===== src/rtl/fnd_pkg.sv =====
// Shared constants, conversion-state type and seven-segment decoding for
// the APB seven-segment scan controller.
package fnd_pkg;

  localparam logic [1:0] ADDR_FCR = 2'd0;
  localparam logic [1:0] ADDR_FDR = 2'd1;
  localparam logic [1:0] ADDR_FPR = 2'd2;
  localparam logic [1:0] ADDR_FSR = 2'd3;

  localparam int FCR_EN    = 0;
  localparam int FCR_HEX   = 1;
  localparam int FCR_LZB   = 2;
  localparam int FCR_BLINK = 3;

  typedef enum logic [1:0] {
    CONV_IDLE  = 2'd0,
    CONV_SHIFT = 2'd1,
    CONV_LOAD  = 2'd2
  } conv_state_e;

  // Segment patterns are {g..a}, active-low.
  localparam logic [6:0] SEG_DASH  = 7'h3F;
  localparam logic [6:0] SEG_BLANK = 7'h7F;

  function automatic logic [6:0] seg7(input logic [3:0] nib);
    logic [6:0] s;
    case (nib)
      4'h0: s = 7'h40;
      4'h1: s = 7'h79;
      4'h2: s = 7'h24;
      4'h3: s = 7'h30;
      4'h4: s = 7'h19;
      4'h5: s = 7'h12;
      4'h6: s = 7'h02;
      4'h7: s = 7'h78;
      4'h8: s = 7'h00;
      4'h9: s = 7'h10;
      4'hA: s = 7'h08;
      4'hB: s = 7'h03;
      4'hC: s = 7'h46;
      4'hD: s = 7'h21;
      4'hE: s = 7'h06;
      default: s = 7'h0E;
    endcase
    return s;
  endfunction

  function automatic logic [63:0] pow10(input int n);
    logic [63:0] r;
    r = 64'd1;
    for (int i = 0; i < n; i++) r = r * 64'd10;
    return r;
  endfunction

endpackage


===== src/rtl/fnd_bin2bcd.sv =====
// Iterative double-dabble: one add-3/shift step per cycle for DATA_W cycles
// after i_start; o_done marks the cycle whose edge performs the last step.
module fnd_bin2bcd #(
  parameter int DATA_W     = 14,
  parameter int NUM_DIGITS = 4
) (
  input  logic                    i_clk,
  input  logic                    i_rst,
  input  logic                    i_start,
  input  logic [DATA_W-1:0]       i_value,
  output logic                    o_busy,
  output logic                    o_done,
  output logic [4*NUM_DIGITS-1:0] o_bcd
);
  localparam int NIB_W = 4 * NUM_DIGITS;
  localparam int CNT_W = $clog2(DATA_W + 1);

  logic [DATA_W-1:0] r_bin;
  logic [NIB_W-1:0]  r_bcd;
  logic [CNT_W-1:0]  r_cnt;
  logic [NIB_W-1:0]  w_adj;

  always_comb begin
    w_adj = r_bcd;
    for (int i = 0; i < NUM_DIGITS; i++) begin
      if (r_bcd[4*i +: 4] >= 4'd5) w_adj[4*i +: 4] = r_bcd[4*i +: 4] + 4'd3;
    end
  end

  always_ff @(posedge i_clk) begin
    if (i_rst) begin
      r_bin <= '0;
      r_bcd <= '0;
      r_cnt <= '0;
    end else if (i_start) begin
      r_bin <= i_value;
      r_bcd <= '0;
      r_cnt <= CNT_W'(DATA_W);
    end else if (r_cnt != '0) begin
      r_bcd <= {w_adj[NIB_W-2:0], r_bin[DATA_W-1]};
      r_bin <= r_bin << 1;
      r_cnt <= r_cnt - 1'b1;
    end
  end

  assign o_busy = (r_cnt != '0);
  assign o_done = (r_cnt == CNT_W'(1));
  assign o_bcd  = r_bcd;

endmodule


===== src/rtl/apb_fnd_scan_ctrl.sv =====
// APB seven-segment controller: register file, conversion sequencing,
// scan divider/blink and registered digit/segment drive.
module apb_fnd_scan_ctrl #(
  parameter int NUM_DIGITS = 4,
  parameter int DATA_W     = 14,
  parameter int TICK_DIV   = 100_000,
  parameter int BLINK_DIV  = 250
) (
  input  logic                  PCLK,
  input  logic                  PRESET,
  input  logic [3:0]            PADDR,
  input  logic [31:0]           PWDATA,
  input  logic                  PWRITE,
  input  logic                  PENABLE,
  input  logic                  PSEL,
  output logic [31:0]           PRDATA,
  output logic                  PREADY,
  output logic [NUM_DIGITS-1:0] fnd_comm,
  output logic [7:0]            fnd_font
);
  import fnd_pkg::*;

  localparam int NIB_W  = 4 * NUM_DIGITS;
  localparam int IDX_W  = (NUM_DIGITS > 1) ? $clog2(NUM_DIGITS) : 1;
  localparam int DIV_W  = $clog2(TICK_DIV);
  localparam int BCNT_W = (BLINK_DIV > 1) ? $clog2(BLINK_DIV) : 1;
  localparam logic [63:0] DEC_MAX = pow10(NUM_DIGITS) - 64'd1;

  logic [3:0]            r_fcr;
  logic [DATA_W-1:0]     r_fdr;
  logic [NUM_DIGITS-1:0] r_fpr;
  logic [31:0]           r_prdata;
  logic                  r_pready;
  logic                  r_trig;
  conv_state_e           r_state;
  logic [NIB_W-1:0]      r_buf;
  logic                  r_ovf;
  logic [DIV_W-1:0]      r_div;
  logic [IDX_W-1:0]      r_idx;
  logic [BCNT_W-1:0]     r_bcnt;
  logic                  r_blink_ph;
  logic [NUM_DIGITS-1:0] r_comm;
  logic [7:0]            r_font;

  logic                  w_access, w_wr, w_rd, w_busy, w_tick, w_lit, w_lz, w_ovf;
  logic                  w_eng_start, w_eng_busy, w_eng_done, w_unused_bits;
  logic [1:0]            w_sel;
  logic [31:0]           w_rdata;
  logic [63:0]           w_fdr64;
  logic [NIB_W-1:0]      w_hex_val, w_eng_bcd, w_upper;
  logic [3:0]            w_nib;
  logic [6:0]            w_seg;

  // Handshake: a transfer commits on the edge where PSEL & PENABLE are high
  // and PREADY is still low; PREADY is high for exactly the following cycle.
  assign w_access      = PSEL & PENABLE & ~r_pready;
  assign w_wr          = w_access & PWRITE;
  assign w_rd          = w_access & ~PWRITE;
  assign w_sel         = PADDR[3:2];
  assign w_busy        = (r_state != CONV_IDLE);
  assign w_unused_bits = ^{PADDR[1:0], PWDATA};

  always_comb begin
    w_rdata = '0;
    case (w_sel)
      ADDR_FCR: w_rdata[3:0]            = r_fcr;
      ADDR_FDR: w_rdata[DATA_W-1:0]     = r_fdr;
      ADDR_FPR: w_rdata[NUM_DIGITS-1:0] = r_fpr;
      default:  w_rdata[1:0]            = {r_ovf, w_busy};
    endcase
  end

  always_ff @(posedge PCLK) begin
    if (PRESET) begin
      r_fcr    <= '0;
      r_fdr    <= '0;
      r_fpr    <= '0;
      r_prdata <= '0;
      r_pready <= 1'b0;
      r_trig   <= 1'b0;
    end else begin
      r_pready <= w_access;
      r_trig   <= w_wr && ((w_sel == ADDR_FDR) ||
                  (w_sel == ADDR_FCR && PWDATA[FCR_HEX] != r_fcr[FCR_HEX]));
      if (w_rd) r_prdata <= w_rdata;
      if (w_wr) begin
        case (w_sel)
          ADDR_FCR: r_fcr <= PWDATA[3:0];
          ADDR_FDR: r_fdr <= PWDATA[DATA_W-1:0];
          ADDR_FPR: r_fpr <= PWDATA[NUM_DIGITS-1:0];
          default: ;
        endcase
      end
    end
  end

  assign w_eng_start = r_trig & ~r_fcr[FCR_HEX];

  fnd_bin2bcd #(
    .DATA_W     (DATA_W),
    .NUM_DIGITS (NUM_DIGITS)
  ) u_bin2bcd (
    .i_clk   (PCLK),
    .i_rst   (PRESET),
    .i_start (w_eng_start),
    .i_value (r_fdr),
    .o_busy  (w_eng_busy),
    .o_done  (w_eng_done),
    .o_bcd   (w_eng_bcd)
  );

  assign w_fdr64   = 64'(r_fdr);
  assign w_hex_val = w_fdr64[NIB_W-1:0];
  assign w_ovf     = r_fcr[FCR_HEX] ? ((w_fdr64 >> NIB_W) != 64'd0) : (w_fdr64 > DEC_MAX);

  // A pending trigger always wins, so a restart discards a half-done conversion.
  always_ff @(posedge PCLK) begin
    if (PRESET) begin
      r_state <= CONV_IDLE;
      r_buf   <= '0;
      r_ovf   <= 1'b0;
    end else if (r_trig) begin
      r_state <= r_fcr[FCR_HEX] ? CONV_LOAD : CONV_SHIFT;
    end else begin
      case (r_state)
        CONV_SHIFT: if (w_eng_done || !w_eng_busy) r_state <= CONV_LOAD;
        CONV_LOAD: begin
          r_buf   <= r_fcr[FCR_HEX] ? w_hex_val : w_eng_bcd;
          r_ovf   <= w_ovf;
          r_state <= CONV_IDLE;
        end
        default: r_state <= CONV_IDLE;
      endcase
    end
  end

  assign w_tick = (r_div == DIV_W'(TICK_DIV - 1));

  always_ff @(posedge PCLK) begin
    if (PRESET) begin
      r_div      <= '0;
      r_idx      <= '0;
      r_bcnt     <= '0;
      r_blink_ph <= 1'b0;
    end else begin
      r_div <= w_tick ? '0 : r_div + 1'b1;
      if (w_tick) begin
        r_idx <= (r_idx == IDX_W'(NUM_DIGITS - 1)) ? '0 : r_idx + 1'b1;
        if (r_bcnt == BCNT_W'(BLINK_DIV - 1)) begin
          r_bcnt     <= '0;
          r_blink_ph <= ~r_blink_ph;
        end else begin
          r_bcnt <= r_bcnt + 1'b1;
        end
      end
    end
  end

  // Blink phase 0 is the lit half.
  assign w_lit   = r_fcr[FCR_EN] & (~r_fcr[FCR_BLINK] | ~r_blink_ph);
  assign w_nib   = r_buf[4*r_idx +: 4];
  assign w_upper = r_buf >> (4 * r_idx);
  assign w_lz    = r_fcr[FCR_LZB] && (r_idx != '0) && (w_upper == '0);
  assign w_seg   = r_ovf ? SEG_DASH : (w_lz ? SEG_BLANK : seg7(w_nib));

  always_ff @(posedge PCLK) begin
    if (PRESET) begin
      r_comm <= '1;
      r_font <= 8'hFF;
    end else begin
      r_comm <= w_lit ? ~(NUM_DIGITS'(1) << r_idx) : '1;
      r_font <= w_lit ? {~r_fpr[r_idx], w_seg} : 8'hFF;
    end
  end

  assign PRDATA   = r_prdata;
  assign PREADY   = r_pready;
  assign fnd_comm = r_comm;
  assign fnd_font = r_font;

endmodule


===== config.mk =====
export PLATFORM = sky130hd
export DESIGN_NAME = apb_fnd_scan_ctrl
export DESIGN_NICKNAME = d
export VERILOG_FILES = /design/src/rtl/fnd_pkg.sv /design/src/rtl/fnd_bin2bcd.sv /design/src/rtl/apb_fnd_scan_ctrl.sv
export SDC_FILE = /design/constraint.sdc
export NUM_CORES = 1
export LEC_CHECK = 0
export CELL_PAD_IN_SITES_DETAIL_PLACEMENT = 2
export CELL_PAD_IN_SITES_GLOBAL_PLACEMENT = 2
export CORE_AREA = 2 2 161 163
export CTS_CLUSTER_SIZE = 8
export DETAILED_ROUTE_END_ITERATION = 12
export DIE_AREA = 0 0 163 165
export GPL_TIMING_DRIVEN = 0
export PLACE_DENSITY_LB_ADDON = 0.1
export SYNTH_ARGS = -nofsm -noshare
export SYNTH_HDL_FRONTEND = slang
export SYNTH_SLANG_ARGS = --single-unit

===== constraint.sdc =====
create_clock -name PCLK -period 7.55 [get_ports PCLK]
set_clock_uncertainty 0.2 [all_clocks]
set_input_delay 2.265 -clock PCLK [delete_from_list [all_inputs] [get_ports PCLK]]
set_output_delay 2.265 -clock PCLK [all_outputs]
set_load 0.03 [all_outputs]

After elaboration in Yosys (flattened, before gate mapping)
Memory sizes are Yosys's and may differ from the RTL's.
Index checks and enable logic that the tools add are counted.

storage, ports and cells
  bits in registers = 131
  memory bits (read-only) = 112
  input bits = 41
  output and inout port bits = 45
  logic and storage cells = 109
  memories kept = 1

operators by class
  add/subtract/negate cells = 8
  $lt $le $gt $ge = 6
  equal/unequal tests = 10
  shift operators = 3
  muxes and demuxes = 23
  bitwise gates (word level) = 16
  reductions and logical operators = 22

memory list
  memory            depth  width  read ports  clocked after memory_dff  wr ports  line           source
  (name not given)  16     7      1           0                         0         fnd_pkg.sv:27  case (nib)

operators with widths
  kind                                                               count
  two-way mux 14 bit                                                 2
  two-way mux 4 bit                                                  5
  adder 17 x 1 -> 17 bit, second input constant                      1
  equality test 17 bit, second input constant                        1
  greater-or-equal comparator 4 x 3 -> 1 bit, second input constant  4
  logical NOT 16 bit                                                 1
  two-way mux 16 bit                                                 1
  indexed part select 16 x 5 -> 4 bit                                1
  right shift 16 x 4 -> 16 bit                                       1
  > comparator 14 bit, second input constant                         1
  two-way mux 7 bit                                                  2
  adder 4 x 2 -> 4 bit, second input constant                        3
  case mux 2 bit (3 select lines)                                    2
  two-way mux 10 bit                                                 1
  two-way mux 2 bit                                                  5
  AND reduction 2 bit                                                5
  adder 8 x 1 -> 8 bit, second input constant                        1
  equality test 8 bit, second input constant                         1
  two-way mux 8 bit                                                  1
  NOT 1 bit                                                          8
  AND 1 bit                                                          6
  equality test 2 bit, second input constant                         3
  nonzero test 2 bit                                                 3
  OR reduction 2 bit                                                 3
  20 further kinds                                                   26

Longest topological paths before layout
  depth in word-level cells = 6
  mapped depth = 9
  gate-level depth less buffers = 7

Cells and area by module
Synthesis repeated with hierarchy kept, for this count alone.

unflattened totals
  cell total of the unflattened synthesis = 733
  area total of the unflattened synthesis = 6,394.9 sq um

modules (own cells, without submodules)
  module             times used  cells an instance  area an instance (sq um)  seq. area each (sq um)
  apb_fnd_scan_ctrl  1           528                4,658.2                   1,941.9
  fnd_bin2bcd        1           205                1,736.7                   680.7

Least setup slack after synthesis
OpenSTA, ideal clock, no wires.

  path kind = input port to flip-flop
  start = in PADDR[2]
  end = reg r_fdr[10]
  setup time = 0.070 ns
  arrival = 3.472 ns
  data required time = 7.280 ns
  path slack = 3.808 ns
  cell stages on the path = 7
  path buffers = 3
  path through = clkbuf_1 -> nor2b_1 -> and2_1 -> clkbuf_1 -> clkbuf_1 -> nand2_1 -> a21oi_1

on the way
  word-level cells in the longest chain between the ends = 2

RTL lines
  what                           line                     source
  from (decl)                    apb_fnd_scan_ctrl.sv:11  input logic [3:0] PADDR,
  equality test 2 x 1 -> 1 bit   apb_fnd_scan_ctrl.sv:87  case (w_sel)
  AND reduction 2 bit (no line)  -
  to (signal assigned)           apb_fnd_scan_ctrl.sv:89  ADDR_FDR: r_fdr <= PWDATA[DATA_W-1:0];
  to (decl)                      apb_fnd_scan_ctrl.sv:30  logic [DATA_W-1:0] r_fdr;

No other way between the ends.
A chain may end at the register's enable or synchronous reset.

Worst setup path after layout
  start = in PRESET
  end = reg r_font[2], in the netlist fnd_font[2]

on the way
  word-level cells in the longest chain between the ends = 1

RTL lines
  what                          line                      source
  from (decl)                   apb_fnd_scan_ctrl.sv:10   input logic PRESET,
  OR reduction 4 bit (no line)  -
  to (signal assigned)          apb_fnd_scan_ctrl.sv:172  r_font <= w_lit ? {~r_fpr[r_idx], w_seg} : 8'hFF;
  to (decl)                     apb_fnd_scan_ctrl.sv:43   logic [7:0] r_font;

No other way between the ends.

==> summary.txt <==
Critical path
  • Worst Setup End Kind: flop
  • CP bufs+invs: 1
  • Worst-path maximum fanout: 7
  • Crit-path cells: clkdlybuf4s50_1, a211oi_1, nor3b_1, o211ai_1
  • Worst EP required: around 7.6 ns
  • Max incr delay on CP: about 0.87 ns
  • Slowest cell on the critical path: a211oi_1
  • Critical path class: in2reg
  • FF-to-FF Start: r_idx[1]
  • Crit path DAT: between 4 and 5 ns
  • Critical path origin: PRESET
  • Type of origin of the critical path: primary input
  • Top delay family on crit path: compound AO/OA/AOI/OAI gates

Place
  • Port Buffers: 46
  • Placer Congestion: 0.743
  • Dpl hpwl: 15.5 mm
  • DP Area: approximately 7100 µm²

Die
  • Die Y: between 150 and 200 µm
  • Initial Util: 24.6%
  • CORE AREA: 25000 µm²
  • Die area: 26900 µm²
  • Num ports: 86
  • # rows: slightly below 60
  • Die W: 163 µm

STA
  • Pins Over Slew Limit: 0
  • Slew HR: 20.0%
  • Period utilisation layout: between 60% and 70%
  • Final hold violation count: 0
  • Setup TNS after final layout: 0 ns
  • Final setup viols: 0
  • Max Clock Freq: approximately 0.22 GHz
  • Slew @ Worst Pin: ~1.2 ns
  • Final min period: around 4.6 ns
  • RSZ-0062 raised after global routing: false
  • Min Hold Slack: 0.248 ns

Global routing
  • Number of global-route vias before repair: just under 6000
  • Total grt overflow: 0
  • Initial antenna violation count: 0
  • Gr usage total: around 16%
  • Largest net degree at the start of global routing: 17
  • First-pass GRT wire length: approximately 33 mm

Logic synthesis
  • Post-synth EDFFs: 0
  • Synth unique cells: 44
  • Seq/Total Area, Yosys: a little over two fifths
  • Post-synthesis async set-or-reset flop share: 0%
  • Cells after Synth: around 730
  • Post-synthesis cell area: roughly 6200 µm²
  • Top_reg_cell synth: dfxtp_1
  • Synth warn: 0
  • Syn_area_per_cell: 8.44 µm²
  • Yosys reg bits: 131

Routing
  • Drt pass-1 iters: 4
  • Detail Route Antenna Nets: 0
  • Residual DRC: 0
  • DR WL/cell: 17.4 µm
  • Post-DR vias/cell: around 4.7
  • Drt first-iter violations: 152
  • Final WL: 20.2 mm
  • Via Count: between 5000 and 6000

CTS
  • Resize count post-CTS: 0
  • Hold buffers post-CTS: 0
  • Clk buf depth: 2
  • Post-CTS setup buffers: 0
  • Clk slew on worst S/H paths: around 0.060 ns
  • TritonCTS Sinks: approximately 130
  • H-tree lvl count: 4
  • Clock root buffer: clkbuf_16
  • Clk Latency, worst-skew pair: between 0.4 and 0.5 ns
  • CTS Buf Count: 17
  • CTS tree: built

Final layout
  • Final Cell Area: between 7000 and 8000 µm²
  • Nets@finish: just under 900
  • Share of layout cells above drive strength 1: under 10%
  • Commonest non-fill, non-tap cell in the layout: dfxtp_1
  • Syn-to-layout area delta: 24.4%
  • N_diodes: 0
  • Most frequent cells in the layout: dfxtp_1 (131), nand2_1 (115), nor2_1 (75)

Power
  • Pwr Total: approximately 1.6 mW
  • Max IR drop VDD: 0.127 mV
  • Pleak: approximately 2.7 nW
  • Power Density: between 200 and 250 nW/µm²

Worst hold path
  • HP Class: reg2reg
  • Hold Startpoint: r_div[0]

Job
  • Max_cap viols: 0

Outcome
  • Status: complete, no violations
where the power goes:
part | switching (mW) | total, mW | internal, mW
combinational | 0.0647 | 0.101 | 0.0365
clock | 0.340 | 0.805 | 0.465
sequential | 0.00854 | 0.708 | 0.700
total | 0.413 | 1.61 | 1.20
sequential cells by signal, indices dropped and copies added (netlist names), 8 cells and up:
register / flops
r_div: 17
r_buf: 16
u_bin2bcd.o_bcd: 16
PRDATA: 14
r_fdr: 14
u_bin2bcd.r_bin: 14
fnd_font: 8
r_bcnt: 8
area by class of cell:
cell class	count	area (µm²)
fillers	2873	17400
multi-input cells	535	3230
flip-flops and latches	131	2620
repair buffers	46	460
clock buffers	18	439
well taps	330	413
plain buffers	61	302
clock inverters	14	131
inverters	21	78.8
cells by family (layout without fill, tap and decap cells):
logic type | after synthesis | count (layout) | share of synthesized area (%)
flip-flops | 131 | 131 | 42.5
adder cells (fa/ha/maj) | 20 | 20 | 4.06
buffers and inverters | 82 | 160 | 6.16
AND/OR/NAND/NOR | 292 | 292 | 22.0
multiplexers | 44 | 44 | 8.41
XOR/XNOR | 24 | 24 | 3.41
AO/OA/AOI/OAI | 137 | 137 | 13.4
other | 1 | 18 | 0.0608
metrics by stage:
stage	cells	utilization, %	worst slack (ns)
finish	1156	30.7	3.00
global route	1156	30.7	2.76
CTS	1156	30.7	2.92
detailed placement	1124	28.4	2.46
global placement	1124	28.4	2.51
floorplan	748	-	3.81
synthesized netlist by cell type, types with 3 or more instances:
| cell type | count | area, µm² |
|---|---|---|
| o21ai_0 | 22 | 110 |
| mux2i_1 | 35 | 350 |
| nand3b_1 | 8 | 60.1 |
| ha_1 | 20 | 250 |
| and2_1 | 6 | 37.5 |
| and3_1 | 4 | 25.0 |
| buf_2 | 4 | 20.0 |
| buf_4 | 18 | 135 |
| nor2b_1 | 3 | 18.8 |
| mux2_2 | 3 | 33.8 |
| or3_1 | 7 | 43.8 |
| nand4_1 | 4 | 25.0 |
| nor2_1 | 75 | 282 |
| xor2_1 | 11 | 96.3 |
| nor3_1 | 8 | 40.0 |
| a21oi_1 | 63 | 315 |
| nand2b_1 | 7 | 43.8 |
| nor3b_1 | 4 | 30.0 |
| buf_1 | 5 | 18.8 |
| mux4_2 | 6 | 135 |
| nor4_1 | 6 | 37.5 |
| nand4b_1 | 5 | 43.8 |
| xnor2_1 | 13 | 114 |
| nand3_1 | 29 | 145 |
| a211oi_1 | 26 | 195 |
| clkbuf_1 | 34 | 128 |
| a311oi_1 | 13 | 114 |
| nand2_1 | 115 | 432 |
| a31oi_1 | 4 | 25.0 |
| o211ai_1 | 3 | 22.5 |
| inv_1 | 21 | 78.8 |
| o31ai_1 | 4 | 30.0 |
| dfxtp_1 | 131 | 2620 |
routing by layer:
| metal | routed length (µm) | global-route usage, % | vias up |
|---|---|---|---|
| met5 | 0 | 0 | - |
| met4 | 227 | 4.22 | 0 |
| met3 | 372 | 3.14 | 16 |
| met2 | 10400 | 29.2 | 53 |
| met1 | 9150 | 18.8 | 2738 |
| li1 | - | - | 2663 |
final timing paths:
check	to	slack, ns	cells past startpoint
worst min-delay path	r_div[0]	0.25	1
worst max-delay path	fnd_font[2]	3.00	4
worst min register to register	r_div[0]	0.25	1
worst max register to register	fnd_font[2]	4.46	8
Power figures use the tool's default switching activity.
